==> config.mk <==
export PLATFORM = sky130hd
export DESIGN_NAME = mem_access_ctrl_flat
export DESIGN_NICKNAME = d
export VERILOG_FILES = /design/src/rtl/mem_access_ctrl_pkg.sv /design/src/rtl/mem_access_ctrl_if.sv /design/src/rtl/mem_access_ctrl.sv /design/src/flat_wrapper.sv
export SDC_FILE = /design/constraint.sdc
export NUM_CORES = 1
export LEC_CHECK = 0
export ABC_CLOCK_PERIOD_IN_PS = 1900
export CAP_MARGIN = 20
export CORE_MARGIN = 2
export CORE_UTILIZATION = 35
export CTS_CLUSTER_SIZE = 28
export DETAILED_ROUTE_END_ITERATION = 8
export PLACE_DENSITY = 0.82
export SYNTH_ARGS = -nofsm -noshare
export SYNTH_HDL_FRONTEND = slang
export SYNTH_SLANG_ARGS = --single-unit
export TNS_END_PERCENT = 30
==> constraint.sdc <==
create_clock -name clk -period 1.9 [get_ports clk]
set_input_delay 0.475 -clock clk [delete_from_list [all_inputs] [get_ports clk]]
set_output_delay 0.475 -clock clk [all_outputs]
set_load 0.01 [all_outputs]
==> src/rtl/mem_access_ctrl_pkg.sv <==
// Shared types and defaults for the data-memory access controller.
// State encodings are fixed so the CU bench can decode the controller's state.
package mem_access_ctrl_pkg;

    localparam int DATA_W_DEF = 16;
    localparam int ADDR_W_DEF = 16;
    localparam int RD_LAT_DEF = 2;

    typedef enum logic [1:0] {
        S_IDLE    = 2'd0,
        S_ACCESS  = 2'd1,
        S_RD_WAIT = 2'd2,
        S_DONE    = 2'd3
    } state_e;

endpackage

==> src/rtl/mem_access_ctrl_if.sv <==
// CU-side request/response signals plus the RAM-side port of the access controller.
// The slave view belongs to the controller; the master view drives requests and models the RAM.
interface mem_access_ctrl_if #(
    parameter int DATA_W = 16,
    parameter int ADDR_W = 16
);
    logic              read_req;
    logic              write_req;
    logic [ADDR_W-1:0] addr_in;
    logic [DATA_W-1:0] data_inac;
    logic [DATA_W-1:0] data_out;
    logic              rd_zero;
    logic              busy;
    logic              done;
    logic              mem_en;
    logic              mem_we;
    logic [ADDR_W-1:0] mem_addr;
    logic [DATA_W-1:0] mem_wdata;
    logic [DATA_W-1:0] mem_rdata;

    modport slave (
        input  read_req, write_req, addr_in, data_inac, mem_rdata,
        output data_out, rd_zero, busy, done, mem_en, mem_we, mem_addr, mem_wdata
    );

    modport master (
        output read_req, write_req, addr_in, data_inac, mem_rdata,
        input  data_out, rd_zero, busy, done, mem_en, mem_we, mem_addr, mem_wdata
    );
endinterface

==> src/rtl/mem_access_ctrl.sv <==
// Data-memory responder: one CU read or write at a time, hiding the RAM read
// latency behind busy/done. Every output comes straight from a register.
module mem_access_ctrl
    import mem_access_ctrl_pkg::*;
#(
    parameter int DATA_W = DATA_W_DEF,
    parameter int ADDR_W = ADDR_W_DEF,
    parameter int RD_LAT = RD_LAT_DEF
) (
    input  logic               clk,
    input  logic               rst,
    mem_access_ctrl_if.slave   bus
);

    localparam int              LAT_W    = $clog2(RD_LAT + 1);
    localparam logic [LAT_W-1:0] LAT_INIT = LAT_W'(RD_LAT - 1);

    state_e             state_q;
    logic [LAT_W-1:0]   lat_cnt_q;
    logic               wr_op_q;
    logic [DATA_W-1:0]  data_out_q;
    logic               rd_zero_q;
    logic               busy_q;
    logic               done_q;
    logic               mem_en_q;
    logic               mem_we_q;
    logic [ADDR_W-1:0]  mem_addr_q;
    logic [DATA_W-1:0]  mem_wdata_q;

    always_ff @(posedge clk) begin
        if (rst) begin
            state_q     <= S_IDLE;
            lat_cnt_q   <= '0;
            wr_op_q     <= 1'b0;
            data_out_q  <= '0;
            rd_zero_q   <= 1'b1;
            busy_q      <= 1'b0;
            done_q      <= 1'b0;
            mem_en_q    <= 1'b0;
            mem_we_q    <= 1'b0;
            mem_addr_q  <= '0;
            mem_wdata_q <= '0;
        end else begin
            case (state_q)
                S_IDLE: begin
                    // Write has priority when both requests arrive together.
                    if (bus.write_req || bus.read_req) begin
                        mem_addr_q  <= bus.addr_in;
                        mem_wdata_q <= bus.data_inac;
                        wr_op_q     <= bus.write_req;
                        mem_en_q    <= 1'b1;
                        mem_we_q    <= bus.write_req;
                        busy_q      <= 1'b1;
                        state_q     <= S_ACCESS;
                    end
                end
                S_ACCESS: begin
                    mem_en_q <= 1'b0;
                    mem_we_q <= 1'b0;
                    if (wr_op_q) begin
                        busy_q  <= 1'b0;
                        done_q  <= 1'b1;
                        state_q <= S_DONE;
                    end else begin
                        lat_cnt_q <= LAT_INIT;
                        state_q   <= S_RD_WAIT;
                    end
                end
                S_RD_WAIT: begin
                    if (lat_cnt_q == '0) begin
                        data_out_q <= bus.mem_rdata;
                        rd_zero_q  <= (bus.mem_rdata == '0);
                        busy_q     <= 1'b0;
                        done_q     <= 1'b1;
                        state_q    <= S_DONE;
                    end else begin
                        lat_cnt_q <= lat_cnt_q - 1'b1;
                    end
                end
                S_DONE: begin
                    done_q  <= 1'b0;
                    state_q <= S_IDLE;
                end
                default: state_q <= S_IDLE;
            endcase
        end
    end

    assign bus.data_out  = data_out_q;
    assign bus.rd_zero   = rd_zero_q;
    assign bus.busy      = busy_q;
    assign bus.done      = done_q;
    assign bus.mem_en    = mem_en_q;
    assign bus.mem_we    = mem_we_q;
    assign bus.mem_addr  = mem_addr_q;
    assign bus.mem_wdata = mem_wdata_q;

endmodule

==> src/flat_wrapper.sv <==
// flat-port wrapper written by rule: the top's interface ports become plain ports
module mem_access_ctrl_flat import mem_access_ctrl_pkg::*;
#(
    parameter int DATA_W = DATA_W_DEF,
    parameter int ADDR_W = ADDR_W_DEF,
    parameter int RD_LAT = RD_LAT_DEF
)
  (clk, rst, bus_read_req, bus_write_req, bus_addr_in, bus_data_inac, bus_mem_rdata, bus_data_out, bus_rd_zero, bus_busy, bus_done, bus_mem_en, bus_mem_we, bus_mem_addr, bus_mem_wdata);
  mem_access_ctrl_if #(.DATA_W(DATA_W), .ADDR_W(ADDR_W)) bus_i ();
  input  logic clk;
  input  logic rst;
  input wire logic [$bits(bus_i.read_req)-1:0] bus_read_req;
  input wire logic [$bits(bus_i.write_req)-1:0] bus_write_req;
  input wire logic [$bits(bus_i.addr_in)-1:0] bus_addr_in;
  input wire logic [$bits(bus_i.data_inac)-1:0] bus_data_inac;
  input wire logic [$bits(bus_i.mem_rdata)-1:0] bus_mem_rdata;
  output wire logic [$bits(bus_i.data_out)-1:0] bus_data_out;
  output wire logic [$bits(bus_i.rd_zero)-1:0] bus_rd_zero;
  output wire logic [$bits(bus_i.busy)-1:0] bus_busy;
  output wire logic [$bits(bus_i.done)-1:0] bus_done;
  output wire logic [$bits(bus_i.mem_en)-1:0] bus_mem_en;
  output wire logic [$bits(bus_i.mem_we)-1:0] bus_mem_we;
  output wire logic [$bits(bus_i.mem_addr)-1:0] bus_mem_addr;
  output wire logic [$bits(bus_i.mem_wdata)-1:0] bus_mem_wdata;
  assign bus_i.read_req = bus_read_req;
  assign bus_i.write_req = bus_write_req;
  assign bus_i.addr_in = bus_addr_in;
  assign bus_i.data_inac = bus_data_inac;
  assign bus_i.mem_rdata = bus_mem_rdata;
  assign bus_data_out = bus_i.data_out;
  assign bus_rd_zero = bus_i.rd_zero;
  assign bus_busy = bus_i.busy;
  assign bus_done = bus_i.done;
  assign bus_mem_en = bus_i.mem_en;
  assign bus_mem_we = bus_i.mem_we;
  assign bus_mem_addr = bus_i.mem_addr;
  assign bus_mem_wdata = bus_i.mem_wdata;
  mem_access_ctrl #(.DATA_W(DATA_W), .ADDR_W(ADDR_W), .RD_LAT(RD_LAT)) u_core (.clk(clk), .rst(rst), .bus(bus_i));
endmodule
=== Word-level counts from Yosys, hierarchy flattened ===
Index checks and enable logic that the tools add are counted.

* Register bits: 58
* Word-level logic and storage cells: 52
* Output and inout port bits: 53

* Reductions and logical operators: 15
* $add $sub $neg: 1
* Eq/ne operators: 8
* Multiplexer cells: 17

{| class="wikitable"
|+ Operator list
! kind !! number
|-
| 16-bit zero test || 1
|-
| 2-bit 2-to-1 mux || 4
|-
| 2-bit case mux with 4 select lines || 1
|-
| 2-bit AND reduction || 4
|-
| 1-bit 2-to-1 mux || 7
|-
| 2-bit by 1-bit inequality test with 1-bit output (second input constant) || 3
|-
| 1-bit case mux with 3 select lines || 2
|-
| 3-bit AND reduction || 2
|-
| 3-bit nonzero test || 2
|-
| 2-bit == test (second input constant) || 2
|-
| 2-bit zero test || 2
|-
| 2-bit inequality test (second input constant) || 2
|-
| 1-bit case mux with 2 select lines || 2
|-
| 2-bit case mux with 2 select lines || 1
|-
| 4-bit AND reduction || 1
|-
| 2-bit nonzero test || 2
|-
| 2-bit by 1-bit == test with 1-bit output (second input constant) || 1
|-
| 2-bit by 1-bit subtractor with 2-bit output (second input constant) || 1
|-
| 1-bit logical OR || 1
|}

=== Logic depth before layout (Yosys ltp) ===
Gate-level depths: netlist (run 1).

* Depth after elaboration: 3
* Mapped depth: 7
* Gate-level depth less buffers: 5

=== Least setup slack after synthesis (run 1) ===
No wires, ideal clock.

* Path kind: flip-flop to flip-flop
* From: register u_core.state_q[0]
* To: register u_core.busy_q (netlist: u_core.bus.busy)
* Required time: 1.777 ns
* Setup slack: 0.278 ns
* Setup time: 0.123 ns
* Arrival: 1.499 ns
* Stages on the path, launching flop included: 7
* Path through: dfxtp_1 -> inv_1 -> ha_1 -> buf_4 -> or3b_4 -> nand4b_2 -> mux2_1

* Cells in the longest elaborated chain, start to end: 3
* Elaborated cells on any way between the ends: 9

{| class="wikitable"
|+ Ends and longest elaborated chain
! item !! RTL line !! source
|-
| from (decl) || mem_access_ctrl.sv:18 || <nowiki>state_e state_q;</nowiki>
|-
| from (signal assigned) || mem_access_ctrl.sv:32 || <nowiki>state_q <= S_IDLE;</nowiki>
|-
| from (signal assigned) || mem_access_ctrl.sv:54 || <nowiki>state_q <= S_ACCESS;</nowiki>
|-
| from (signal assigned) || mem_access_ctrl.sv:63 || <nowiki>state_q <= S_DONE;</nowiki>
|-
| 2-bit by 1-bit == test with 1-bit output, or another cell as far along || mem_access_ctrl.sv:44 || <nowiki>case (state_q)</nowiki>
|-
| 2-bit by 1-bit inequality test with 1-bit output (no source line) / 3-bit nonzero test (equally long branches) || -- ||
|-
| 4-bit AND reduction (no source line) || -- ||
|-
| to (signal assigned) || mem_access_ctrl.sv:37 || <nowiki>busy_q <= 1'b0;</nowiki>
|-
| to (signal assigned) || mem_access_ctrl.sv:53 || <nowiki>busy_q <= 1'b1;</nowiki>
|-
| to (signal assigned) || mem_access_ctrl.sv:61 || <nowiki>busy_q <= 1'b0;</nowiki>
|-
| to (decl) || mem_access_ctrl.sv:23 || <nowiki>logic busy_q;</nowiki>
|}

Several ways; a longest one is shown, not always the timed one.
A chain may end at the register's enable or synchronous reset.

=== Worst setup path in the final report (run 1) ===
* From: register u_core.state_q[0]
* To: register u_core.lat_cnt_q[0]

* Cells in the longest elaborated chain, start to end: 3
* Elaborated cells on any way between the ends: 7

{| class="wikitable"
|+ Ends and longest elaborated chain
! item !! RTL line !! source
|-
| 2-bit == test / 2-bit by 1-bit == test with 1-bit output (equally long branches) || mem_access_ctrl.sv:44 ||
|-
| 2-bit inequality test (no source line) / 2-bit nonzero test (equally long branches) || -- ||
|-
| 3-bit AND reduction (no source line) || -- ||
|-
| to (signal assigned) || mem_access_ctrl.sv:77 || <nowiki>lat_cnt_q <= lat_cnt_q - 1'b1;</nowiki>
|-
| to (decl) || mem_access_ctrl.sv:19 || <nowiki>logic [LAT_W-1:0] lat_cnt_q;</nowiki>
|}

Several ways; a longest one is shown, not always the timed one.

==> tab_implementation.tex, run 1 <==
\begin{tabular}{lr}
\hline
Metric & Value \\
\hline
\multicolumn{2}{l}{\textbf{Outcome}} \\
\quad Run status & complete, no violations \\
\multicolumn{2}{l}{\textbf{Place}} \\
\quad Sum of net half-perimeters after detailed placement & 4260 um \\
\quad Pre-CTS setup slack & 0.0420 ns \\
\quad Placer Congestion & 0.800 \\
\quad Number of buffer cells added on primary ports & 104 \\
\multicolumn{2}{l}{\textbf{Timing}} \\
\quad Final-layout setup total negative slack & 0 ns \\
\quad Final worst setup slack & 0.195 ns \\
\quad Count of final setup violators & 0 \\
\quad Relative max-transition margin & 71.6\% \\
\quad Unrepaired setup endpoints after global routing & false \\
\quad Final hold vios & 0 \\
\quad Period utilisation layout & 89.7\% \\
\quad Transition time of the tightest slew-check pin & 0.423 ns \\
\quad Peak Freq & 586 MHz \\
\quad Final min period & 1.71 ns \\
\quad Number of max-slew violations in the final report & 0 \\
\quad Tightest hold margin & 0.374 ns \\
\quad Post-route clock skew & 0.00791 ns \\
\multicolumn{2}{l}{\textbf{CTS}} \\
\quad Clock tree from TritonCTS & done \\
\quad Clock network latency to the later pin of the worst-skew pair & 0.32 ns \\
\quad Num Clock Sinks & 58 \\
\quad Root cell of the clock tree & clkbuf\_8 \\
\quad Clk pin slew, worst setup/hold paths & 0.06 ns \\
\quad Maximum root-to-sink buffer count & 2 \\
\quad Post-cts gate resize count & 0 \\
\quad Post-CTS Setup Repair Bufs & 0 \\
\quad H-tree levels & 3 \\
\quad Number of buffers added by the clock tree synthesis step & 9 \\
\quad CTS Hold Buffers Added & 0 \\
\multicolumn{2}{l}{\textbf{Critical path}} \\
\quad Endpoint type of the worst setup path & register \\
\quad Series of cell instances along the critical path & inv\_1, ha\_1, a21boi\_0, a21oi\_1, a311oi\_1 \\
\quad Crit Reg-Reg Endpoint & u\_core.lat\_cnt\_q[0] \\
\quad Critical Path AT & 1.94 ns \\
\quad Longest individual stage delay on the worst path & 0.41 ns \\
\quad Nature of the critical path startpoint & register \\
\quad Slowest-stage cell, CP & dfxtp\_1 \\
\quad Worst Path Class, Setup & register to register \\
\quad Reg2reg start & u\_core.state\_q[0] \\
\quad Endpoint required time on the critical path & 2.13 ns \\
\quad Setup slack of the worst register-to-register path & 0.19 ns \\
\quad R2R depth & 5 \\
\quad Crit path max fanout & 5 \\
\multicolumn{2}{l}{\textbf{Die}} \\
\quad Core Region & 6280 um\^{}2 \\
\quad Number of placement rows & 29 \\
\quad Vertical extent of the die & 84.0 um \\
\quad Initial Utilization & 35.7\% \\
\quad X dimension of the die & 84.0 um \\
\quad Die area & 7060 um\^{}2 \\
\quad Boundary pin count & 105 \\
\multicolumn{2}{l}{\textbf{Routing}} \\
\quad Post-DR wirelength/cell & 12.5 um \\
\quad Antenna Nets Post-Route & 0 \\
\quad DRC errors left & 0 \\
\quad Initial detailed-routing violation count & 68 \\
\quad Router iterations before antenna repair & 4 \\
\quad Total via count after detailed routing & 2204 \\
\quad Uppermost metal layer occupied by signal nets & met4 \\
\quad M1 wire length & 2320 um \\
\quad Detailed-routed wire length on met2 & 3100 um \\
\quad Met3 wire length & 335 um \\
\quad Via density per instance & 4.73 \\
\quad Final wirelength & 5840 um \\
\multicolumn{2}{l}{\textbf{Hold path}} \\
\quad Endpoint of the worst hold-timing path & u\_core.bus.mem\_en \\
\quad Type of the tightest min-delay check & primary input to register \\
\quad Hold\_sp & rst \\
\quad Number of stages on the worst hold path & 2 \\
\multicolumn{2}{l}{\textbf{Final layout}} \\
\quad Final-stage net count & 445 \\
\quad Fraction of layout cells with a size suffix above 1 & 7.97\% \\
\quad Ant. Diodes & 0 \\
\quad Core occupancy in the finished layout & 57.2\% \\
\quad Area growth, synth to finish & 60.3\% \\
\multicolumn{2}{l}{\textbf{Synth}} \\
\quad Yosys cell types & 31 \\
\quad Sequential cell area fraction in the yosys report & 51.8\% \\
\quad Share of synthesized cell area in full adder, half adder and majority cells & 3.91\% \\
\quad Most numerous cell types in the synthesized netlist & nand2\_1 (99), dfxtp\_1 (58), a21oi\_1 (55), clkbuf\_1 (8) \\
\quad Xor-xnor portion of the synthesized cell area & 0\% \\
\quad Synth top area cells & dfxtp\_1 (52\%), nand2\_1 (17\%), a21oi\_1 (12\%) \\
\quad Number of synthesized register bits & 58 \\
\quad Post-synth EDFFs & 0 \\
\quad Main flop type after synthesis & dfxtp\_1 \\
\quad Avg Inst Size Synth & 8.09 um\^{}2 \\
\quad Total of warnings raised by yosys & 0 \\
\quad Multiplexer share of the synthesized area & 0.503\% \\
\quad Post-synthesis net count & 336 \\
\quad Largest family of logic cells by synthesized area & simple AND/OR/NAND/NOR gates \\
\quad Compound-gate portion of the synthesized area & 16.6\% \\
\quad Area share of the largest cell type after synthesis & 51.8\% \\
\quad Proportion of synthesized flip-flops having asynchronous set or reset & 0\% \\
\quad Post-synthesis cell type with the largest combined area & dfxtp\_1 \\
\quad Combined area of all synthesized cells & 2240 um\^{}2 \\
\quad Gate Count Post-Synth & 277 \\
\quad Post-Synth Simple-Gate Area & 22.7\% \\
\quad Most instantiated library cell after synthesis & nand2\_1 \\
\multicolumn{2}{l}{\textbf{Global routing}} \\
\quad Pin count of the biggest net entering global routing & 33 \\
\quad Number of antenna violations at the first check in global routing & 0 \\
\quad Residual overflow from global routing & 0 \\
\quad Via count of the first global-routing pass & 2137 \\
\quad Wire length of the first global-routing pass & 9460 um \\
\quad Combined global-route utilization of all metal layers & 16.6\% \\
\multicolumn{2}{l}{\textbf{Power and ir drop}} \\
\quad Switching power as a share of total power & 33.4\% \\
\quad NetSw & 1630 uW \\
\quad Portion of total power attributed to combinational logic & 42.7\% \\
\quad Power per standard cell area & 1360 nW/um\^{}2 \\
\quad Reported leakage power & 0.00135 uW \\
\quad Clock share of power & 22.5\% \\
\quad Internal power contribution & 3260 uW \\
\quad Peak supply drop & 660 uV \\
\quad Share of total power in sequential cells & 34.8\% \\
\multicolumn{2}{l}{\textbf{Job}} \\
\quad Max cap viols & 0 \\
\hline
\end{tabular}
layer usage:
metal	global-route usage [%]	up-vias
met4	6.89	0
met1	17.9	996
li1	-	1132
met2	30.5	68
met3	4.55	8
met5	0	-
sequential cells by signal (all words and copies together), names as in the netlist:
| register | flops |
|---|---|
| u_core.bus.data_out | 16 |
| u_core.bus.mem_addr | 16 |
| u_core.bus.mem_wdata | 16 |
| u_core.lat_cnt_q | 2 |
| u_core.state_q | 2 |
| u_core.bus.busy | 1 |
| u_core.bus.done | 1 |
| u_core.bus.mem_en | 1 |
| u_core.bus.mem_we | 1 |
| u_core.bus.rd_zero | 1 |
| u_core.wr_op_q | 1 |
power by group through the flow:
stage	sequential, uW	combinational [uW]	clock [uW]
floorplan	1840	990	0
global placement	1710	2070	0
detailed placement	1730	2110	0
CTS	1700	2120	1130
global route	1740	2300	1190
finish	1700	2090	1100
worst max-delay path by stage:
stage                            startpoint                  end  slack (ns)  cells past startpoint
after floorplan           u_core.state_q[0]      u_core.bus.busy        0.28                      6
after global placement        bus_write_req      u_core.bus.busy        0.05                      4
after detailed placement      bus_write_req      u_core.bus.busy        0.04                      4
after CTS                 u_core.state_q[0]  u_core.lat_cnt_q[0]        0.17                      5
after global routing      u_core.state_q[0]  u_core.lat_cnt_q[0]       0.008                      5
final                     u_core.state_q[0]  u_core.lat_cnt_q[0]        0.19                      5
logic make-up after synthesis:
kind of cell | Yosys count
flops | 58
compound gates | 68
mux | 1
fa+ha+maj | 7
buf+inv | 22
simple gates | 121
cell type report:
| class | instances | area (um^2) |
|---|---|---|
| Multi-Input combinational cell | 197 | 981 |
| Timing Repair Buffer | 115 | 1140 |
| Inverter | 5 | 18.8 |
| Tap cell | 77 | 96.3 |
| Clock buffer | 11 | 151 |
| Fill cell | 581 | 2690 |
| Sequential cell | 58 | 1160 |
| Clock inverter | 3 | 40.0 |
cells in the final DEF, fill, tap and decap left out, drive strengths merged, types with 2 or more instances in the layout:
cell	Yosys	layout
inv	5	5
nand2b	2	2
dfxtp	58	58
nor4	3	3
nor2b	2	2
clkinv	0	2
nor2	5	5
buf	9	12
nand2	99	99
ha	7	7
nor3b	2	2
nor3	2	2
a21oi	55	55
o21ai	4	4
clkdlybuf4s50	0	103
a311oi	2	2
clkbuf	8	11
metrics by stage:
| step | instance area [um^2] | power, uW | instances |
|---|---|---|---|
| floorplan | 2240 | 2830 | 277 |
| global placement | 3400 | 3780 | 452 |
| detailed placement | 3400 | 3840 | 452 |
| CTS | 3590 | 4950 | 466 |
| global route | 3590 | 5220 | 466 |
| finish | 3590 | 4890 | 466 |
critical path: cells and delay by family, from the launching register on:
kind	cells	cell delay (ns)
flops	1	0.41
buf+inv	1	0.12
compound gates	3	0.76
fa+ha+maj	1	0.33
(Power assumes the default switching activity.)
==> run 2, diff against run 1 <==
--- a/config.mk
+++ b/config.mk
@@ -11,8 +11,8 @@
 export CORE_UTILIZATION = 35
 export CTS_CLUSTER_SIZE = 28
 export DETAILED_ROUTE_END_ITERATION = 8
+export HOLD_SLACK_MARGIN = 0.02
 export PLACE_DENSITY = 0.82
 export SYNTH_ARGS = -nofsm -noshare
 export SYNTH_HDL_FRONTEND = slang
 export SYNTH_SLANG_ARGS = --single-unit
-export TNS_END_PERCENT = 30
==> results of run 2 <==
Final layout, timing and power as in run 1 (identical DEF).
==> run 3, diff against run 2 <==
--- a/config.mk
+++ b/config.mk
@@ -5,14 +5,14 @@
 export SDC_FILE = /design/constraint.sdc
 export NUM_CORES = 1
 export LEC_CHECK = 0
-export ABC_CLOCK_PERIOD_IN_PS = 1900
+export ABC_CLOCK_PERIOD_IN_PS = 2050
 export CAP_MARGIN = 20
 export CORE_MARGIN = 2
 export CORE_UTILIZATION = 35
 export CTS_CLUSTER_SIZE = 28
 export DETAILED_ROUTE_END_ITERATION = 8
 export HOLD_SLACK_MARGIN = 0.02
-export PLACE_DENSITY = 0.82
+export PLACE_DENSITY = 0.78
 export SYNTH_ARGS = -nofsm -noshare
 export SYNTH_HDL_FRONTEND = slang
 export SYNTH_SLANG_ARGS = --single-unit
==> constraint.sdc (replaced) <==
create_clock -name clk -period 2.05 [get_ports clk]
set_input_delay 0.5125 -clock clk [delete_from_list [all_inputs] [get_ports clk]]
set_output_delay 0.5125 -clock clk [all_outputs]
set_load 0.01 [all_outputs]
==> tab_implementation.tex, run 3 (same netlist as run 1, synthesis figures left out) <==
\begin{tabular}{lr}
\hline
Metric & Value \\
\hline
\multicolumn{2}{l}{\textbf{Timing}} \\
\quad Final-layout setup total negative slack & 0 ns (unchanged) \\
\quad Number of max-slew violations in the final report & 0 (unchanged) \\
\quad Peak Freq & 577 MHz \\
\quad Final worst setup slack & 0.317 ns (was 0.195 ns) \\
\quad Transition time of the tightest slew-check pin & 0.570 ns (was 0.423 ns) \\
\quad Unrepaired setup endpoints after global routing & false (unchanged) \\
\quad Relative max-transition margin & 62.0\% (was 71.6\%) \\
\quad Period utilisation layout & 84.6\% \\
\quad Post-route clock skew & 0.00545 ns (was 0.00791 ns) \\
\quad Final min period & 1.73 ns \\
\quad Tightest hold margin & 0.452 ns (was 0.374 ns) \\
\quad Count of final setup violators & 0 (unchanged) \\
\quad Final hold vios & 0 (unchanged) \\
\multicolumn{2}{l}{\textbf{Power and ir drop}} \\
\quad Clock share of power & 23.2\% (was 22.5\%) \\
\quad Peak supply drop & 534 uV (was 660 uV) \\
\quad Share of total power in sequential cells & 34.9\% (was 34.8\%) \\
\quad Reported leakage power & 0.00134 uW (was 0.00135 uW) \\
\quad NetSw & 1520 uW (was 1630 uW) \\
\quad Portion of total power attributed to combinational logic & 41.9\% (was 42.7\%) \\
\quad Internal power contribution & 3010 uW (was 3260 uW) \\
\quad Power per standard cell area & 1270 nW/um\^{}2 (was 1360 nW/um\^{}2) \\
\quad Switching power as a share of total power & 33.6\% (was 33.4\%) \\
\multicolumn{2}{l}{\textbf{CTS}} \\
\quad Maximum root-to-sink buffer count & 2 (unchanged) \\
\quad H-tree levels & 3 (unchanged) \\
\quad CTS Hold Buffers Added & 0 (unchanged) \\
\quad Clk pin slew, worst setup/hold paths & 0.06 ns (about the same) \\
\quad Num Clock Sinks & 58 (unchanged) \\
\quad Post-cts gate resize count & 0 (unchanged) \\
\quad Clock tree from TritonCTS & done (unchanged) \\
\quad Root cell of the clock tree & clkbuf\_8 (unchanged) \\
\quad Clock network latency to the later pin of the worst-skew pair & 0.32 ns (about the same) \\
\quad Number of buffers added by the clock tree synthesis step & 9 (unchanged) \\
\quad Post-CTS Setup Repair Bufs & 0 (unchanged) \\
\multicolumn{2}{l}{\textbf{Die}} \\
\quad Vertical extent of the die & 84.0 um (unchanged) \\
\quad X dimension of the die & 84.0 um (unchanged) \\
\quad Initial Utilization & 35.7\% (unchanged) \\
\quad Boundary pin count & 105 (unchanged) \\
\quad Die area & 7060 um\^{}2 (unchanged) \\
\quad Number of placement rows & 29 (unchanged) \\
\quad Core Region & 6280 um\^{}2 (unchanged) \\
\multicolumn{2}{l}{\textbf{Hold path}} \\
\quad Hold\_sp & u\_core.bus.data\_out[15] (was rst) \\
\quad Type of the tightest min-delay check & register to register (was primary input to register) \\
\multicolumn{2}{l}{\textbf{Critical path}} \\
\quad R2R depth & 5 (unchanged) \\
\quad Reg2reg start & u\_core.state\_q[1] (was u\_core.state\_q[0]) \\
\quad Critical Path AT & 1.22 ns (was 1.94 ns) \\
\quad Nature of the critical path startpoint & register (unchanged) \\
\quad Endpoint required time on the critical path & 1.54 ns (was 2.13 ns) \\
\quad Crit. Startpoint & u\_core.bus.data\_out[0] (was u\_core.state\_q[0]) \\
\quad Longest individual stage delay on the worst path & 0.57 ns (was 0.41 ns) \\
\quad Cell class contributing the biggest share of worst-path delay & buffers and inverters (was compound AO/OA/AOI/OAI gates) \\
\quad Endpoint type of the worst setup path & output pin (was register) \\
\quad Number of logic stages on the critical path including buffering & 1 (was 5) \\
\quad Number of buffers and inverters on the critical path & 1 (unchanged) \\
\quad Series of cell instances along the critical path & clkdlybuf4s50\_1 (was inv\_1, ha\_1, a21boi\_0, a21oi\_1, a311oi\_1) \\
\quad Crit Reg-Reg Endpoint & u\_core.lat\_cnt\_q[0] (unchanged) \\
\quad Critical Path End & bus\_data\_out[0] (was u\_core.lat\_cnt\_q[0]) \\
\quad Worst Path Class, Setup & register to output pin (was register to register) \\
\quad Setup slack of the worst register-to-register path & 0.33 ns (was 0.19 ns) \\
\quad Slowest-stage cell, CP & clkdlybuf4s50\_1 (was dfxtp\_1) \\
\quad Crit path max fanout & 2 (was 5) \\
\multicolumn{2}{l}{\textbf{Place}} \\
\quad Sum of net half-perimeters after detailed placement & 4230 um (was 4260 um) \\
\quad Placer Congestion & 0.776 (was 0.800) \\
\quad Pre-CTS setup slack & 0.145 ns (was 0.0420 ns) \\
\quad Number of buffer cells added on primary ports & 104 (unchanged) \\
\quad Number of cells in the design after placement & 449 (was 452) \\
\multicolumn{2}{l}{\textbf{Final layout}} \\
\quad Fraction of layout cells with a size suffix above 1 & 6.96\% (was 7.97\%) \\
\quad Multi-input logic area & 981 um\^{}2 (unchanged) \\
\quad Ant. Diodes & 0 (unchanged) \\
\quad Commonest non-fill, non-tap cell in the layout & clkdlybuf4s50\_1 (unchanged) \\
\quad Register cell area after layout & 1160 um\^{}2 (unchanged) \\
\quad Final-stage net count & 442 (was 445) \\
\quad Filler instances & 588 (was 581) \\
\quad Most frequent cells in the layout & clkdlybuf4s50\_1 (103), nand2\_1 (99), dfxtp\_1 (58), a21oi\_1 (55), clkbuf\_8 (11) (unchanged) \\
\quad Final instance count without filler cells & 465 (was 466) \\
\quad Area growth, synth to finish & 59.6\% (was 60.3\%) \\
\multicolumn{2}{l}{\textbf{Routing}} \\
\quad Via density per instance & 4.72 (was 4.73) \\
\quad Initial detailed-routing violation count & 92 (was 68) \\
\quad Router iterations before antenna repair & 4 (unchanged) \\
\quad DRC errors left & 0 (unchanged) \\
\quad Final wirelength & 5840 um (about the same) \\
\quad Total via count after detailed routing & 2196 (was 2204) \\
\quad Post-DR wirelength/cell & 12.6 um (was 12.5 um) \\
\quad Antenna Nets Post-Route & 0 (unchanged) \\
\multicolumn{2}{l}{\textbf{Global routing}} \\
\quad Number of antenna violations at the first check in global routing & 0 (unchanged) \\
\quad Residual overflow from global routing & 0 (unchanged) \\
\quad Combined global-route utilization of all metal layers & 16.9\% (was 16.6\%) \\
\quad Wire length of the first global-routing pass & 9590 um (was 9460 um) \\
\quad Via count of the first global-routing pass & 2143 (was 2137) \\
\quad Pin count of the biggest net entering global routing & 33 (unchanged) \\
\multicolumn{2}{l}{\textbf{Outcome}} \\
\quad Run status & complete, no violations (unchanged) \\
\multicolumn{2}{l}{\textbf{Job}} \\
\quad Max cap viols & 0 (unchanged) \\
\hline
\end{tabular}
[run 3: cell type report]
| type | count | share of cell area [%] |
|---|---|---|
| Inverter | 5 | 0.525 |
| Clock buffer | 14 | 4.55 |
| Tap cell | 77 | 2.69 |
| Clock inverter | 2 | 0.980 |
| Sequential cell | 58 | 32.5 |
| Multi-Input combinational cell | 197 | 27.4 |
| Timing Repair Buffer | 112 | 31.4 |
[run 3: power groups by stage]
stage	Combinational (uW)	Clock, uW	Sequential, uW
after CTS	1920	1080	1580
after global placement	1880	0	1600
final	1900	1050	1580
after floorplan	918	0	1710
after global routing	2090	1140	1620
after detailed placement	1920	0	1600
[run 3: worst min path at each step]
stage | endpoint | slack [ns] | depth (start not counted)
floorplan | u_core.lat_cnt_q[0] | 0.45 | 1
global placement | u_core.bus.data_out[0] | 0.44 | 2
detailed placement | u_core.bus.mem_addr[1] | 0.45 | 2
CTS | u_core.bus.mem_addr[1] | 0.46 | 2
global route | u_core.bus.mem_addr[12] | 0.47 | 2
finish | u_core.bus.data_out[15] | 0.45 | 2
[run 3: through the flow]
step	power [uW]	instance area, um^2	utilization, %
after floorplan	2630	2240	-
after CTS	4590	3580	57.0
after detailed placement	3520	3380	53.8
after global routing	4840	3580	57.0
final	4530	3580	57.0
after global placement	3480	3380	53.8
[run 3: metal layers]
layer / GRT usage (%) / part of all wire, % / vias up
met5: 0 / 0 / -
met4: 6.89 / 1.1 / 0
met3: 5.44 / 5.0 / 8
met2: 30.6 / 51 / 62
met1: 18.1 / 43 / 998
li1: - / - / 1128
